File: config.mk
export PLATFORM = sky130hd
export DESIGN_NAME = tcls_recovery_ctrl
export DESIGN_NICKNAME = d
export VERILOG_FILES = /design/src/rtl/tcls_recovery_ctrl.sv
export SDC_FILE = /design/constraint.sdc
export NUM_CORES = 1
export LEC_CHECK = 0
export BUFFER_PORTS_ARGS = -buffer_cell sky130_fd_sc_hd__buf_2
export CAP_MARGIN = 20
export CELL_PAD_IN_SITES_DETAIL_PLACEMENT = 0
export CELL_PAD_IN_SITES_GLOBAL_PLACEMENT = 1
export CORE_ASPECT_RATIO = 0.8
export CORE_MARGIN = 3
export CORE_UTILIZATION = 50
export CTS_BUF_LIST = sky130_fd_sc_hd__clkbuf_2
export DETAILED_ROUTE_END_ITERATION = 6
export MAX_ROUTING_LAYER = met4
export PLACE_DENSITY = 0.93
export SLEW_MARGIN = 0
export SYNTH_ARGS = -nofsm -noshare
export SYNTH_HDL_FRONTEND = slang
export SYNTH_SLANG_ARGS = --single-unit
File: constraint.sdc
create_clock -name s_clk_i -period 7.15 [get_ports s_clk_i]
set_input_delay 0.3575 -clock s_clk_i [delete_from_list [all_inputs] [get_ports s_clk_i]]
set_output_delay 0.3575 -clock s_clk_i [all_outputs]
set_load 0.01 [all_outputs]
File: src/rtl/tcls_recovery_ctrl.sv
// Recovery sequencer for the triple-core lockstep system: on an unrecoverable
// discrepancy it gates the buses, drains data phases, resets the cores and counts retries.
module tcls_recovery_ctrl #(
    parameter int RST_CYCLES    = 16,
    parameter int MAX_RETRIES   = 3,
    parameter int QUIET_CYCLES  = 1024,
    parameter int DRAIN_TIMEOUT = 256
) (
    input  logic                               s_clk_i,
    input  logic                               s_reset_i,
    input  logic                               s_discrepancy_i,
    input  logic [1:0]                         s_i_htrans_i,
    input  logic                               s_i_hready_i,
    input  logic [1:0]                         s_d_htrans_i,
    input  logic                               s_d_hready_i,
    output logic                               s_bus_gate_o,
    output logic                               s_core_rst_o,
    output logic                               s_recovering_o,
    output logic                               s_fatal_o,
    output logic [$clog2(MAX_RETRIES+1)-1:0]   s_retry_cnt_o
);

    localparam int RW = $clog2(MAX_RETRIES + 1);
    localparam int QW = $clog2(QUIET_CYCLES + 1);
    localparam int DW = $clog2(DRAIN_TIMEOUT + 1);
    localparam int CW = $clog2(RST_CYCLES + 1);

    localparam logic [RW-1:0] RETRY_MAX  = RW'(MAX_RETRIES);
    localparam logic [QW-1:0] QUIET_MAX  = QW'(QUIET_CYCLES);
    localparam logic [DW-1:0] DRAIN_LAST = DW'(DRAIN_TIMEOUT - 1);
    localparam logic [CW-1:0] RST_LAST   = CW'(RST_CYCLES - 1);

    typedef enum logic [2:0] {
        S_RUN,
        S_DRAIN,
        S_RESET,
        S_RELEASE,
        S_FATAL
    } state_e;

    state_e          state_q, state_d;
    logic [RW-1:0]   retry_q, retry_d, retry_base;
    logic [QW-1:0]   quiet_q, quiet_d;
    logic [DW-1:0]   drain_q, drain_d;
    logic [CW-1:0]   rstc_q,  rstc_d;
    logic            i_dph_q, i_dph_d;
    logic            d_dph_q, d_dph_d;

    // Only the NONSEQ/SEQ bit of htrans matters for tracking a data phase.
    logic unused_htrans;
    assign unused_htrans = s_i_htrans_i[0] ^ s_d_htrans_i[0];

    always_ff @(posedge s_clk_i) begin
        if (s_reset_i) begin
            state_q <= S_RUN;
            retry_q <= '0;
            quiet_q <= '0;
            drain_q <= '0;
            rstc_q  <= '0;
            i_dph_q <= 1'b0;
            d_dph_q <= 1'b0;
        end else begin
            state_q <= state_d;
            retry_q <= retry_d;
            quiet_q <= quiet_d;
            drain_q <= drain_d;
            rstc_q  <= rstc_d;
            i_dph_q <= i_dph_d;
            d_dph_q <= d_dph_d;
        end
    end

    always_comb begin
        state_d    = state_q;
        retry_d    = retry_q;
        retry_base = retry_q;
        quiet_d    = quiet_q;
        drain_d    = drain_q;
        rstc_d     = rstc_q;
        i_dph_d    = s_i_hready_i ? (s_i_htrans_i[1] & ~s_bus_gate_o) : i_dph_q;
        d_dph_d    = s_d_hready_i ? (s_d_htrans_i[1] & ~s_bus_gate_o) : d_dph_q;

        case (state_q)
            S_RUN: begin
                quiet_d = (quiet_q == QUIET_MAX) ? quiet_q : quiet_q + 1'b1;
                // The quiet-window clear takes effect before a same-cycle discrepancy.
                if (quiet_d == QUIET_MAX) retry_base = '0;
                retry_d = retry_base;
                if (s_discrepancy_i) begin
                    if (retry_base == RETRY_MAX) begin
                        state_d = S_FATAL;
                    end else begin
                        state_d = S_DRAIN;
                        retry_d = retry_base + 1'b1;
                        quiet_d = '0;
                        drain_d = '0;
                    end
                end
            end
            S_DRAIN: begin
                if (!i_dph_q && !d_dph_q) begin
                    state_d = S_RESET;
                    rstc_d  = '0;
                end else if (drain_q == DRAIN_LAST) begin
                    state_d = S_FATAL;
                end else begin
                    drain_d = drain_q + 1'b1;
                end
            end
            S_RESET: begin
                if (rstc_q == RST_LAST) state_d = S_RELEASE;
                else                    rstc_d  = rstc_q + 1'b1;
            end
            S_RELEASE: state_d = S_RUN;
            S_FATAL:   state_d = S_FATAL;
            default:   state_d = S_RUN;
        endcase
    end

    assign s_bus_gate_o   = (state_q != S_RUN);
    assign s_core_rst_o   = (state_q == S_RESET) || (state_q == S_FATAL);
    assign s_recovering_o = (state_q == S_DRAIN) || (state_q == S_RESET) || (state_q == S_RELEASE);
    assign s_fatal_o      = (state_q == S_FATAL);
    assign s_retry_cnt_o  = retry_q;

endmodule
==> summary.txt, run 1 <==
Route
  – Pre-antenna DRT Iters: 4
  – Remaining DRCs: 0
  – Antenna Nets Post-Route: 0
  – Vias per cell: 5.747
  – Vias: 1724
  – Drt initial violations: 114
  – WL/cell: 13.44 microns
  – Drt total wl: 4031 microns

Timing
  – Endpoints failing hold: 0
  – Tcrit/Tclk final: 0.4134
  – Setup tns final: 0 ns
  – Skew final: 0.01544 ns
  – Final worst slack: 4.194 ns
  – Worst-margin pin slew: 0.8033 ns
  – RSZ-0062 raised after global routing: false
  – Peak Freq: 0.3383 GHz
  – Worst slew margin: 0.4604
  – Final Setup Violations: 0
  – Pins Over Slew Limit: 0
  – Fin crit period: 2.956 ns

Setup path
  – CP arrival: 3.26 ns
  – CP startpoint kind: register
  – Slowest stage delay, CP: 0.62 ns
  – Critical Path RT: 7.45 ns
  – WS Path Type: register to register
  – Largest fanout on the critical path: 16
  – CP Capture Type: register
  – Critical path cell sequence: inv_1 > ha_1 > and4bb_1 > and4_1 > a311oi_2 > nor3_2 > a221oi_4 > nand2_1 > o22ai_1
  – Critical Path Slowest Stage Cell: a221oi_4

Final layout
  – Commonest non-fill, non-tap cell in the layout: dfxtp_1
  – Final #Nets: 262
  – # diodes: 0
  – Layout area overhead: 6.769%
  – Layout cells sized above 1: 0.1492
  – # fillers: 328
  – Most frequent cells in the layout: dfxtp_1 (32), nor2_1 (31), a21oi_1 (18), nand2_1 (16), nand3_1 (15)

Logic synthesis
  – Post-synthesis mux area share: 0.02554
  – Post-synthesis compound-gate area fraction: 0.2305
  – Synthesized Nets: 255
  – Synth Area in Simple Gates: 0.3110
  – Top cell type by total area after synthesis: dfxtp_1
  – Adder-cell share of the synthesized area: 0.03831
  – Yosys warns: 0
  – Top FF cell, synth: dfxtp_1
  – Post-Synth XOR/XNOR Area: 0.01341
  – Mean post-synth cell area: 8.164 sq um
  – Largest family of logic cells by synthesized area: simple AND/OR/NAND/NOR gates
  – Post-synth top area share: 0.3269
  – EDFF count, synth: 0
  – Post-synth ARST share: 0
  – Mapped Area: 0.001959 sq mm
  – Synthesized instance count: 240
  – Seq cells post-synth: 32
  – Register area share after synthesis: 0.3269
  – Dominant cells by area after synthesis: dfxtp_1 (33%), nor2_1 (5.9%), a21oi_1 (4.6%)
  – Post-synth cell types: 48

CTS
  – Max clock buf depth: 2
  – Worst skew pair latency: 0.37 ns
  – Postcts setup bufs: 0
  – Post_cts resized: 0
  – Max H-tree Level: 2
  – CTS tree: done
  – Root Buffer Master: clkbuf_2
  – Clock sinks: 32
  – Hold Buf Count CTS: 0
  – Reg clk slew, reported paths: 0.17 ns
  – Total CTS buffers: 5

Power and ir drop
  – Pwr Density: 181.3 mW/mm^2
  – Clock network fraction of design power: 0.324
  – Psw: 0.1131 mW
  – Leak Pwr: 0.7833 nW
  – Cell Int Power: 0.2661 mW
  – Switch share: 0.2983
  – Sequential power share: 0.506
  – Worst vdd ir: 97.05 uV
  – Comb pwr share: 0.170

Placement
  – Placer Congestion: 0.8083
  – Detailed placement HPWL: 2848 microns
  – Pre-CTS setup slack: 4.244 ns
  – IO buf count: 12

Die
  – Initial Util: 0.5458
  – Number of cell rows: 19
  – Top Ports: 15
  – DIE WIDTH: 75.99 microns
  – Die Y: 61.99 microns
  – DIE AREA: 0.004711 sq mm
  – Core Footprint: 0.003590 sq mm

Run
  – MaxCap Viol Count: 0

Global route
  – First-pass GRT wire length: 7003 microns
  – GRT overflow: 0
  – Pin count of the biggest net entering global routing: 25
  – Vias in the first global route: 1496
  – Antenna violations before repair: 0
  – GRT Overall Usage: 0.1921

Min path
  – Hold/Removal Path Class: input pin to register

Run status
  – Status: finished clean
-- sequential cells by signal, summed over array words and instances (netlist names) --
name and cells:
s_retry_cnt_o 2, rstc_q 5, drain_q 9, i_dph_q 1, quiet_q 11, state_q 3, d_dph_q 1
-- cell usage after synthesis (2+ instances only) --
master,n
a21oi_1,18
nand2_1,16
nor3_2,5
and2_1,2
a311oi_2,4
o21ai_1,5
clkbuf_1,7
o211ai_1,2
o22ai_1,2
o211a_1,4
a31oi_1,8
inv_1,11
dfxtp_1,32
nor2_1,31
ha_1,6
nand3b_1,3
nand3_2,2
and3_1,4
nand3_1,15
nand4_1,3
nor3_1,10
xnor2_1,3
nor3b_1,2
or3_1,2
a211oi_1,5
nand2b_1,8
buf_2,4
mux2i_1,5
nor4_1,2
-- through the flow --
step	hold slack, ns	util	area [sq um]	power (mW)	std cells
6_report	0.2288	0.5828	2092	0.3792	300
5_1_grt	0.1976	0.5828	2092	0.4013	300
4_1_cts	0.1985	0.5828	2092	0.3840	300
3_5_place_dp	0.4683	0.5647	2027	0.2597	292
3_3_place_gp	0.4671	0.5647	2027	0.2594	292
2_1_floorplan	0.4469	-	1959	0.2433	240
-- metal layers --
metal	vias up	global-route usage	wire [microns]
li1	894	-	-
met1	781	0.2679	2147
met2	44	0.2689	1603
met3	5	0.04467	238
met4	0	0.07494	42
met5	-	-	0
-- area by class of cell --
| type | instances | area (sq um) | area share |
|---|---|---|---|
| clock buffers | 6 | 30.03 | 0.01435 |
| clock inverters | 2 | 35.03 | 0.01675 |
| inverters | 11 | 41.29 | 0.01974 |
| multi-input cells | 184 | 1212 | 0.5795 |
| flip-flops and latches | 32 | 640.6 | 0.3062 |
| well taps | 52 | 65.06 | 0.03110 |
| repair buffers | 13 | 67.56 | 0.03230 |
-- power groups by stage --
stage          Clock, mW  Sequential (mW)  Combinational [mW]
3_3_place_gp           0            0.196              0.0637
4_1_cts            0.127            0.192              0.0646
3_5_place_dp           0            0.196              0.0641
6_report           0.123            0.192              0.0645
2_1_floorplan          0            0.192              0.0512
5_1_grt            0.135            0.193              0.0723
-- critical path, delay by kind of cell (launching register included) --
family | cells | cell delay (ns)
fa+ha+maj | 1 | 0.22
flops | 1 | 0.56
simple gates | 4 | 0.78
buf+inv | 1 | 0.11
compound gates | 3 | 1.22
-- kinds of logic (layout without fill, tap and decap cells) --
kind of cell | after synthesis | count (layout)
XOR/XNOR | 3 | 3
multiplexers | 5 | 5
AO/OA/AOI/OAI | 58 | 58
flip-flops | 32 | 32
buffers and inverters | 24 | 32
AND/OR/NAND/NOR | 112 | 112
adder cells (fa/ha/maj) | 6 | 6
-- final timing paths --
path	start	end	slack, ns	cells past startpoint
setup reg to reg	quiet_q[0]	quiet_q[4]	4.19	9
hold reg to reg	quiet_q[10]	quiet_q[10]	0.48	2
setup / recovery	quiet_q[0]	quiet_q[4]	4.19	9
hold / removal	s_i_hready_i	i_dph_q	0.23	3
Power figures use the tool's default switching activity.
==> inputs of run 2 (changes only) <==
- CORE_UTILIZATION: 50 -> 47
- PLACE_DENSITY: 0.93 -> 0.88
- clock period: 7.15 -> 3.1 ns (I/O delays scaled with it)
==> summary.txt, run 2 (same netlist as run 1, synthesis figures left out) <==
Timing
  – Final worst slack: 0.3501 ns
  – Endpoints failing hold: 0
  – Worst hold margin: 0.04198 ns
  – Tcrit/Tclk final: 0.8871
  – Skew final: 0.02009 ns
  – Pins Over Slew Limit: 0
  – Worst-margin pin slew: 0.5773 ns
  – Worst slew margin: 0.6152
  – Final Setup Violations: 0
  – Peak Freq: 0.3637 GHz
  – Fin crit period: 2.750 ns
  – Setup tns final: 0 ns
  – RSZ-0062 raised after global routing: false

Final layout
  – Max FFs per register: 11
  – Largest regs: quiet_q: 11 flops, drain_q: 9 flops, rstc_q: 5 flops
  – Layout area overhead: 10.03%
  – Most flops, register: quiet_q
  – Area of the multi-input gates: 0.001212 sq mm
  – Layout cells sized above 1: 0.1608
  – # diodes: 0
  – # fillers: 391
  – Layout Utilization: 0.5522
  – FF/Latch Area: 640.6 sq um
  – Commonest non-fill, non-tap cell in the layout: dfxtp_1
  – Most frequent cells in the layout: dfxtp_1 (32), nor2_1 (31), a21oi_1 (18), nand2_1 (16), nand3_1 (15)
  – Final #Nets: 269

Die
  – Die Y: 63.75 microns
  – DIE AREA: 0.004985 sq mm
  – Initial Util: 0.5019
  – Number of cell rows: 20
  – Top Ports: 15
  – Core Footprint: 0.003904 sq mm
  – DIE WIDTH: 78.19 microns

Route
  – Vias: 1737
  – Drt initial violations: 145
  – Antenna Nets Post-Route: 0
  – Drt total wl: 4107 microns
  – Remaining DRCs: 0
  – WL/cell: 13.25 microns
  – Pre-antenna DRT Iters: 4
  – Vias per cell: 5.603

Global route
  – GRT Overall Usage: 0.1940
  – Antenna violations before repair: 0
  – First-pass GRT wire length: 7541 microns
  – Vias in the first global route: 1598
  – Pin count of the biggest net entering global routing: 25
  – GRT overflow: 0

Setup path
  – Critical Path RT: 3.37 ns
  – Critical path cell sequence: inv_1 > ha_1 > nand2b_1 > nor4_1 > a311oi_2 > a2111oi_4 > o31a_1 > o211a_1 > nor3_2
  – Largest fanout on the critical path: 10
  – Slowest stage delay, CP: 0.56 ns
  – CP startpoint kind: register
  – CP arrival: 3.02 ns
  – Critical Path Slowest Stage Cell: dfxtp_1
  – CP Capture Type: register
  – WS Path Type: register to register

Placement
  – IO buf count: 12
  – Detailed placement HPWL: 2904 microns
  – Placer Congestion: 0.8403
  – Pre-CTS setup slack: 0.3783 ns

Run status
  – Status: finished clean

CTS
  – Max H-tree Level: 2
  – Reg clk slew, reported paths: 0.18 ns
  – Clock sinks: 32
  – Max clock buf depth: 2
  – Root Buffer Master: clkbuf_2
  – Post_cts resized: 0
  – Worst skew pair latency: 0.38 ns
  – CTS tree: done
  – Total CTS buffers: 5
  – Postcts setup bufs: 0
  – Hold Buf Count CTS: 2

Min path
  – Hold/Removal Path Class: input pin to register

Power and ir drop
  – Pwr Density: 411.1 mW/mm^2
  – Worst vdd ir: 195.4 uV
  – Leak Pwr: 0.8155 nW

Run
  – MaxCap Viol Count: 0
[run 2: path summary, 6_finish.rpt]
kind / cells past startpoint / startpoint / slack (ns) / endpoint
hold / removal: 3 / s_d_htrans_i[1] / 0.04 / d_dph_q
setup / recovery: 9 / quiet_q[0] / 0.35 / drain_q[3]
hold reg to reg: 2 / d_dph_q / 0.50 / d_dph_q
setup reg to reg: 9 / quiet_q[0] / 0.35 / drain_q[3]
[run 2: area by class of cell]
class                           count  share of cell area
Sequential cell                    32              0.2972
Multi-Input combinational cell    184              0.5624
Clock inverter                      2             0.01625
Tap cell                           55             0.03192
Clock buffer                        6             0.01393
Inverter                           11             0.01915
Timing Repair Buffer               20             0.05920
[run 2: power by group]
part	internal (mW)	leakage (nW)	switching [mW]
Clock	0.139	0.0430	0.150
Combinational	0.0559	0.513	0.0992
Sequential	0.424	0.259	0.0188
[run 2: stage by stage]
stage	instances	area, sq um	power (mW)
after global routing	310	2156	0.9351
after detailed placement	299	2061	0.6012
after CTS	309	2146	0.8927
after global placement	299	2061	0.6008
final	310	2156	0.8864
after floorplan	240	1959	0.5612
[run 2: metal layers]
layer,vias up,share of wire,track usage
met3,9,0.041,0.05352
met4,0,0.018,0.07642
met2,27,0.39,0.2564
met1,796,0.55,0.2770
li1,905,-,-
met5,-,0,-
[run 2: worst max-delay path, delay by kind of cell (launching register included)]
kind	cells	cell delay [ns]
AO/OA/AOI/OAI	4	1.21
flip-flops	1	0.56
buffers and inverters	1	0.11
adder cells (fa/ha/maj)	1	0.34
AND/OR/NAND/NOR	3	0.43
==> inputs of run 3 (changes only) <==
- REMOVE_ABC_BUFFERS: unset -> 1
==> summary.txt, run 3 (same netlist as run 1, synthesis figures left out) <==
Run status
  – Status: finished clean

Route
  – Drt total wl: 4021 microns
  – Drt initial violations: 99
  – Remaining DRCs: 0
  – WL/cell: 13.14 microns
  – Antenna Nets Post-Route: 0
  – Vias: 1738
  – Pre-antenna DRT Iters: 4
  – Vias per cell: 5.680

Die
  – Number of cell rows: 20
  – DIE WIDTH: 78.19 microns
  – Die Y: 63.75 microns
  – DIE AREA: 0.004985 sq mm
  – Top Ports: 15
  – Initial Util: 0.5019
  – Core Footprint: 0.003904 sq mm

Power and ir drop
  – Worst vdd ir: 152.4 uV
  – Cell Int Power: 0.5267 mW
  – Tot Pwr: 0.7874 mW
  – Pwr Density: 376.4 mW/mm^2
  – Psw: 0.2606 mW
  – Comb pwr share: 0.189
  – Sequential power share: 0.562
  – Clock network fraction of design power: 0.249
  – Leak Pwr: 0.7865 nW
  – Switch share: 0.3310

Final layout
  – Max FFs per register: 11
  – Largest regs: quiet_q: 11 flops, drain_q: 9 flops, rstc_q: 5 flops
  – Most frequent cells in the layout: dfxtp_1 (32), nor2_1 (31), a21oi_1 (18), nand2_1 (16), nand3_1 (15)
  – Area of the multi-input gates: 0.001212 sq mm
  – # fillers: 396
  – Layout cells sized above 1: 0.1554
  – Layout Utilization: 0.5359
  – FF/Latch Area: 640.6 sq um
  – Layout area overhead: 6.769%
  – Final #Nets: 265
  – Commonest non-fill, non-tap cell in the layout: dfxtp_1
  – Most flops, register: quiet_q
  – # diodes: 0

Timing
  – Setup tns final: 0 ns
  – Fin crit period: 2.700 ns
  – Pins Over Slew Limit: 0
  – Peak Freq: 0.3704 GHz
  – Endpoints failing hold: 0
  – Final worst slack: 0.3999 ns
  – Worst hold margin: 0.03764 ns
  – RSZ-0062 raised after global routing: false
  – Skew final: 0.008169 ns
  – Worst-margin pin slew: 0.5671 ns
  – Tcrit/Tclk final: 0.8710
  – Worst slew margin: 0.6211
  – Final Setup Violations: 0

Global route
  – GRT overflow: 0
  – Antenna violations before repair: 0
  – Vias in the first global route: 1644
  – Pin count of the biggest net entering global routing: 25
  – First-pass GRT wire length: 7458 microns
  – GRT Overall Usage: 0.1861

Min path
  – Hold/Removal Path Class: input pin to register
  – Worst Hold Path Cells: 3
  – Min-Delay Endpoint: d_dph_q
  – Hold Startpoint: s_d_hready_i

CTS
  – Post_cts resized: 0
  – Hold Buf Count CTS: 0
  – CTS tree: done
  – Worst skew pair latency: 0.36 ns
  – Clock sinks: 32
  – Postcts setup bufs: 0
  – Total CTS buffers: 5
  – Root Buffer Master: clkbuf_2
  – Max H-tree Level: 2
  – Reg clk slew, reported paths: 0.17 ns
  – Max clock buf depth: 2

Run
  – MaxCap Viol Count: 0

Setup path
  – Slowest stage delay, CP: 0.54 ns
  – Critical path cell sequence: inv_1 > ha_1 > nand2b_1 > nor4_1 > a311oi_2 > a2111oi_4 > o31a_1 > o211a_1 > nor3_2
  – CP arrival: 2.95 ns
  – CP delay by family, top: compound AO/OA/AOI/OAI gates
  – WS Path Type: register to register
  – Largest fanout on the critical path: 10
  – CP startpoint kind: register
  – Critical Path Slowest Stage Cell: dfxtp_1
  – R2R depth: 9
  – Reg2reg start: quiet_q[0]
  – RR Endpoint: drain_q[4]
  – Critical Path RT: 3.35 ns
  – CP Capture Type: register
  – R2R Setup Slk: 0.40 ns
  – Buf/Inv on CP: 1

Placement
  – Placer Congestion: 0.8490
  – Detailed placement HPWL: 2902 microns
  – IO buf count: 12
  – Pre-CTS setup slack: 0.4149 ns
run 3: cell type report:
cell class / count / share of cell area
multi-input combinational: 184 / 0.5795
sequential: 32 / 0.3062
timing repair buffer: 16 / 0.04306
tap: 55 / 0.03289
inverter: 11 / 0.01974
clock buffer: 5 / 0.01196
clock inverter: 3 / 0.006579
run 3: tightest hold or removal path, stage by stage:
cell	delay, ns
buf_2	0.10
nand3_1	0.06
a21oi_1	0.06
run 3: power groups by stage:
stage / Sequential (mW) / Clock (mW) / Combinational, mW
2_1_floorplan: 0.448 / 0 / 0.0990
3_3_place_gp: 0.451 / 0 / 0.149
3_5_place_dp: 0.451 / 0 / 0.148
4_1_cts: 0.443 / 0.204 / 0.149
5_1_grt: 0.446 / 0.217 / 0.169
6_report: 0.442 / 0.196 / 0.149
run 3: per-stage QoR:
stage	cell area [sq um]	std cells
floorplan	1894	227
global placement	2053	298
detailed placement	2053	298
CTS	2092	306
global route	2092	306
finish	2092	306
run 3: layer usage:
| metal | routed length (microns) | GRT usage | vias up | share of wire |
|---|---|---|---|---|
| li1 | - | - | 899 | - |
| met1 | 2247 | 0.2668 | 804 | 0.56 |
| met2 | 1575 | 0.2650 | 30 | 0.39 |
| met3 | 158 | 0.03803 | 5 | 0.039 |
| met4 | 40 | 0.05240 | 0 | 0.0099 |
| met5 | 0 | - | - | 0 |
run 3: worst max-delay path by stage:
stage / from / end / cells past startpoint
global route: quiet_q[0] / drain_q[4] / 9
finish: quiet_q[0] / drain_q[4] / 9
global placement: quiet_q[0] / drain_q[8] / 9
CTS: quiet_q[0] / drain_q[4] / 9
floorplan: quiet_q[0] / drain_q[8] / 9
detailed placement: quiet_q[0] / drain_q[4] / 9
